==> config.mk <==
export PLATFORM = sky130hd
export DESIGN_NAME = multi_period_timer
export DESIGN_NICKNAME = d
export VERILOG_FILES = /design/src/rtl/multi_period_timer.sv
export SDC_FILE = /design/constraint.sdc
export NUM_CORES = 1
export LEC_CHECK = 0
export BUFFER_PORTS_ARGS = -buffer_cell sky130_fd_sc_hd__buf_2
export CORE_UTILIZATION = 54
export DETAILED_ROUTE_END_ITERATION = 10
export GPL_ROUTABILITY_DRIVEN = 0
export PLACE_DENSITY_LB_ADDON = 0.08
export SLEW_MARGIN = 20
export SYNTH_ARGS = -nofsm -noshare
export SYNTH_HDL_FRONTEND = slang
export SYNTH_SLANG_ARGS = --single-unit
==> constraint.sdc <==
create_clock -name clk -period 6.8 [get_ports clk]
set_input_delay 0.34 -clock clk [delete_from_list [all_inputs] [get_ports clk]]
set_output_delay 0.34 -clock clk [all_outputs]
set_load 0.01 [all_outputs]
==> src/rtl/multi_period_timer.sv <==
// ---------------------------------------------------------------------------
// multi_period_timer
//   A shared prescaler divides clk down to a base tick (tick_out). CH
//   independent channels count base ticks against their own programmable
//   period, in periodic or one-shot mode, and emit a one-cycle expiry pulse.
//
// Handshake/strobe semantics: ch_start/ch_stop are single-cycle strobes
//   sampled on every rising clk edge; there is no back-pressure. Per channel
//   the priority is stop > start (non-zero period) > tick. A start with a
//   zero period slice is ignored entirely.
//
// Ports
//   clk         system clock
//   rst         synchronous reset, active-high
//   tick_en     global run enable; low freezes the prescaler
//   ch_start    per-channel start/restart strobe
//   ch_stop     per-channel stop strobe
//   ch_oneshot  per-channel mode sampled at start (1 = one-shot)
//   period      channel i period in ticks at [i*PW +: PW], sampled at start
//   tick_out    one-cycle base tick pulse
//   ch_pulse    one-cycle expiry pulse per channel
//   ch_busy     channel is in RUN (FSM state exposed for observation)
//   ch_count    elapsed ticks in current period, channel i at [i*PW +: PW]
// ---------------------------------------------------------------------------
module multi_period_timer #(
   parameter int CLK_FREQ_HZ = 100_000_000,
   parameter int TICK_HZ     = 1000,
   parameter int CH          = 4,
   parameter int PW          = 16
) (
   input  logic             clk,
   input  logic             rst,
   input  logic             tick_en,
   input  logic [CH-1:0]    ch_start,
   input  logic [CH-1:0]    ch_stop,
   input  logic [CH-1:0]    ch_oneshot,
   input  logic [CH*PW-1:0] period,
   output logic             tick_out,
   output logic [CH-1:0]    ch_pulse,
   output logic [CH-1:0]    ch_busy,
   output logic [CH*PW-1:0] ch_count
);

   localparam int DIV = CLK_FREQ_HZ / TICK_HZ;
   // A divide-by-one prescaler still needs a 1-bit register to stay legal.
   localparam int PSW = (DIV > 1) ? $clog2(DIV) : 1;
   localparam logic [PSW-1:0] PS_LAST = PSW'(DIV - 1);

   typedef enum logic {
      S_IDLE = 1'b0,
      S_RUN  = 1'b1
   } state_t;

   // ---------------- prescaler ----------------
   logic [PSW-1:0] presc_q, presc_d;
   logic           tick_q, tick_d;

   always_comb begin
      presc_d = presc_q;
      tick_d  = 1'b0;
      if (tick_en) begin
         if (presc_q == PS_LAST) begin
            presc_d = '0;
            tick_d  = 1'b1;
         end else begin
            presc_d = presc_q + PSW'(1);
         end
      end
   end

   always_ff @(posedge clk) begin
      if (rst) begin
         presc_q <= '0;
         tick_q  <= 1'b0;
      end else begin
         presc_q <= presc_d;
         tick_q  <= tick_d;
      end
   end

   assign tick_out = tick_q;

   // ---------------- channels ----------------
   state_t                 state_q [CH];
   state_t                 state_d [CH];
   logic [CH-1:0][PW-1:0]  count_q, count_d;
   logic [CH-1:0][PW-1:0]  per_q, per_d;
   logic [CH-1:0]          mode_q, mode_d;
   logic [CH-1:0]          pulse_q, pulse_d;

   always_comb begin
      for (int i = 0; i < CH; i++) begin
         state_d[i] = state_q[i];
         count_d[i] = count_q[i];
         per_d[i]   = per_q[i];
         mode_d[i]  = mode_q[i];
         pulse_d[i] = 1'b0;

         if (ch_stop[i]) begin
            state_d[i] = S_IDLE;
            count_d[i] = '0;
         end else if (ch_start[i] && (period[i*PW +: PW] != '0)) begin
            // A tick coinciding with a (re)start is deliberately dropped.
            state_d[i] = S_RUN;
            count_d[i] = '0;
            per_d[i]   = period[i*PW +: PW];
            mode_d[i]  = ch_oneshot[i];
         end else if ((state_q[i] == S_RUN) && tick_q) begin
            if (count_q[i] == per_q[i] - PW'(1)) begin
               count_d[i] = '0;
               pulse_d[i] = 1'b1;
               // One-shot drops busy in the same cycle the pulse appears.
               if (mode_q[i]) begin
                  state_d[i] = S_IDLE;
               end
            end else begin
               count_d[i] = count_q[i] + PW'(1);
            end
         end
      end
   end

   always_ff @(posedge clk) begin
      if (rst) begin
         for (int i = 0; i < CH; i++) begin
            state_q[i] <= S_IDLE;
         end
         count_q <= '0;
         per_q   <= '0;
         mode_q  <= '0;
         pulse_q <= '0;
      end else begin
         for (int i = 0; i < CH; i++) begin
            state_q[i] <= state_d[i];
         end
         count_q <= count_d;
         per_q   <= per_d;
         mode_q  <= mode_d;
         pulse_q <= pulse_d;
      end
   end

   always_comb begin
      for (int i = 0; i < CH; i++) begin
         ch_busy[i]            = (state_q[i] == S_RUN);
         ch_count[i*PW +: PW]  = count_q[i];
      end
   end

   assign ch_pulse = pulse_q;

endmodule

==> run metrics <==
status finished, final reports clean; Critical path buffers and inverters 1; critical path's largest stage delay 0.73 ns; Fin Clk Skew 0.006004 ns; Initial Utilization 55.60%; CTS tree yes; post-CTS sizing 0; combinational share of power 13.0%; Slew headroom 35.05%; design area 0.01040 mm²; Post-Synthesis Cell Area 0.008864 mm²; pin count of the biggest net entering global routing 43; critical-path cell list inv_1 -> ha_1 -> nor4b_2 -> nand2_1 -> or3_1 -> a32oi_2 -> nand4b_2 -> o31ai_4 -> nor2_1; share of the yosys chip area belonging to registers 35.69%; top layer in use met4; hold_buf cts 0; num rows 46; Post-route DRC 0; DIE AREA 0.01693 mm²; Ys Warns 0; reg-to-reg startpoint per_q[16]$_SDFFE_PP0P_; Nets 1266; syn_nets 1137; final setup fails 0; Max Clk Rate 310.9 MHz; H-tree levels 4; initial drt markers 565; Routed WL 21760 µm; hold crit path type in -> reg; GRT Total Usage 25.62%; Final min period 3.217 ns; Yosys cell types 73; slowest CP cell o31ai_4; Cells after Synth 1049; Worst Path Required 7.08 ns; Root Buffer clkbuf_16; Syn Area/Cell 8.449 µm²; final period utilization 47.31%; Syn-to-layout area delta 17.36%; Post-synth EDFFs 0; P_int 0.001741 W; DR WL/cell 15.46 µm; Metal-1 WL 10530 µm; most instantiated cells after synthesis nor2_1 (173), dfxtp_1 (158), xor2_1 (77); hold slack final 0.1687 ns; # Post-CTS Setup Buffers 0; CP delay by family, top simple AND/OR/NAND/NOR gates; Yosys top cell by area dfxtp_1; Final ANT Viol Nets 0; Finished Core Util 65.25%; area of the multi-input gates 0.005469 mm²; Boundary Pins 152; Num CTS Buffers 17; P_leak 4.147 nW; fraction of layout cells with a size suffix above 1 18.14%; Final Hold Fails 0; number of synthesized register bits 158; core area 0.01594 mm²; Sequential Area 0.003163 mm²; largest cells by area after synthesis dfxtp_1 (36%), mux2i_1 (8.0%), xor2_1 (7.6%), nor2_1 (7.3%), xnor2_1 (6.7%); top-area cell type share of the netlist area 35.69%; hold depth 3; clock tree sinks 158; Worst Path Max Fanout 14; I/O Buffers 151; worst reg2reg setup slack 3.58 ns; Hold Path End per_q[10]$_SDFFE_PP0P_; drt via density 5.672; initial antenna violation count 0; RSZ-0062 raised after global routing no; slew of the pin with the lowest slew margin 0.9685 ns; Overflow after GRT 0; final setup margin 3.583 ns; die extent in x 130.1 µm; peak supply drop 186.8 µV; R2R depth 9; Synth Flop Type dfxtp_1; Setup WS pre-CTS 3.510 ns; Worst-Skew Late Latency 0.42 ns; crit path DAT 3.50 ns; clock buffer depth 2; Sw Ratio 25.62%; Vias 7980; MaxCap Viol Count 0; most common cell in the netlist nor2_1; worst r2r dst ch_count[19]$_SDFFE_PP0P_; hold path startpoint period[10]; Sw Pwr 0.0005997 W; ys async rst share 0%; Clock power frac 45.1%; power per cell area 225.0 mW/mm²; # fillers 1378; n_diodes 0; DRT Pass-1 Iters 5; Seq pwr share 41.9%; setup tns final 0 ns; post-place instance area 0.009724 mm²; Slew Limit Fails 0; chip height 130.1 µm; CP Launch Type register; CP Capture Type register; clock slew at reported path FFs 0.06 ns; CP Class reg -> reg; met2 wire length 9927 µm; vias in the first global route 6827; DP HPWL 15770 µm; first-pass GRT wire length 34160 µm; wire length on met3 1063 µm
[through the flow]
stage / total power, W / std cells
floorplan: 0.001217 / 1049
global placement: 0.001295 / 1375
detailed placement: 0.001298 / 1375
CTS: 0.002352 / 1407
global route: 0.002434 / 1407
finish: 0.002340 / 1407
[final cells by class]
type	count	share of cell area, %
Multi-Input combinational cell	829	52.57
Sequential cell	158	30.41
Timing Repair Buffer	154	7.481
Clock buffer	18	4.222
Tap cell	216	2.598
Clock inverter	14	2.069
Inverter	18	0.6495
[flip-flops by register name, indices dropped and copies added, names as in the netlist]
| register | count |
|---|---|
| state_q | 4 |
| presc_q | 17 |
| per_q | 64 |
| mode_q | 4 |
| tick_out | 1 |
| ch_count | 64 |
| ch_pulse | 4 |
[logic make-up (layout without fill, tap and decap cells)]
| kind of cell | after synthesis | count (layout) | share of synthesized area [%] |
|---|---|---|---|
| and+or+nand+nor | 495 | 495 | 28.63 |
| xor gates and xnor gates | 145 | 145 | 14.33 |
| muxes | 72 | 72 | 8.145 |
| adders and majority gates | 9 | 9 | 1.270 |
| buffers and inverters | 62 | 204 | 2.964 |
| DFF | 158 | 158 | 35.69 |
| AOI/OAI and AO/OA | 108 | 108 | 8.978 |
[cells in the final DEF, fill, tap and decap left out, types with 32 or more instances in the layout]
| cell type | netlist | routed |
|---|---|---|
| nor2_1 | 173 | 170 |
| dfxtp_1 | 158 | 158 |
| buf_2 | 3 | 151 |
| xor2_1 | 77 | 77 |
| mux2i_1 | 71 | 71 |
| xnor2_1 | 68 | 68 |
| nand2_1 | 62 | 62 |
| nand3_1 | 55 | 55 |
| nor3_1 | 38 | 38 |
| nor4_1 | 32 | 32 |
[power by group through the flow]
| stage | registers, W | clock network (W) | logic (W) |
|---|---|---|---|
| floorplan | 0.000987 | 0 | 0.000230 |
| global placement | 0.00100 | 0 | 0.000295 |
| detailed placement | 0.00100 | 0 | 0.000297 |
| CTS | 0.000981 | 0.00107 | 0.000301 |
| global route | 0.000984 | 0.00112 | 0.000334 |
| finish | 0.000981 | 0.00105 | 0.000304 |
[layer usage]
metal	vias up	track usage [%]
li1	3986	-
met1	3755	35.47
met2	219	40.27
met3	20	5.207
met4	0	7.250
met5	-	0
[worst reg2reg max path: stages (launching register included)]
cell and delay, ns:
dfxtp_1 0.35, inv_1 0.07, ha_1 0.24, nor4b_2 0.48, nand2_1 0.24, or3_1 0.44
a32oi_2 0.24, nand4b_2 0.18, o31ai_4 0.73, nor2_1 0.12
[how the worst max path moves through the flow]
stage / startpoint / endpoint / slack [ns] / cells past startpoint
3_3_place_gp: per_q[48]$_SDFFE_PP0P_ / ch_count[55]$_SDFFE_PP0P_ / 3.61 / 9
5_1_grt: per_q[17]$_SDFFE_PP0P_ / ch_count[31]$_SDFFE_PP0P_ / 3.36 / 9
2_1_floorplan: per_q[32]$_SDFFE_PP0P_ / ch_count[41]$_SDFFE_PP0P_ / 4.07 / 11
3_5_place_dp: per_q[48]$_SDFFE_PP0P_ / ch_count[52]$_SDFFE_PP0P_ / 3.51 / 9
6_report: per_q[16]$_SDFFE_PP0P_ / ch_count[19]$_SDFFE_PP0P_ / 3.58 / 9
4_1_cts: per_q[48]$_SDFFE_PP0P_ / ch_count[50]$_SDFFE_PP0P_ / 3.49 / 9
Note: power is estimated with default switching activity, not from simulation.
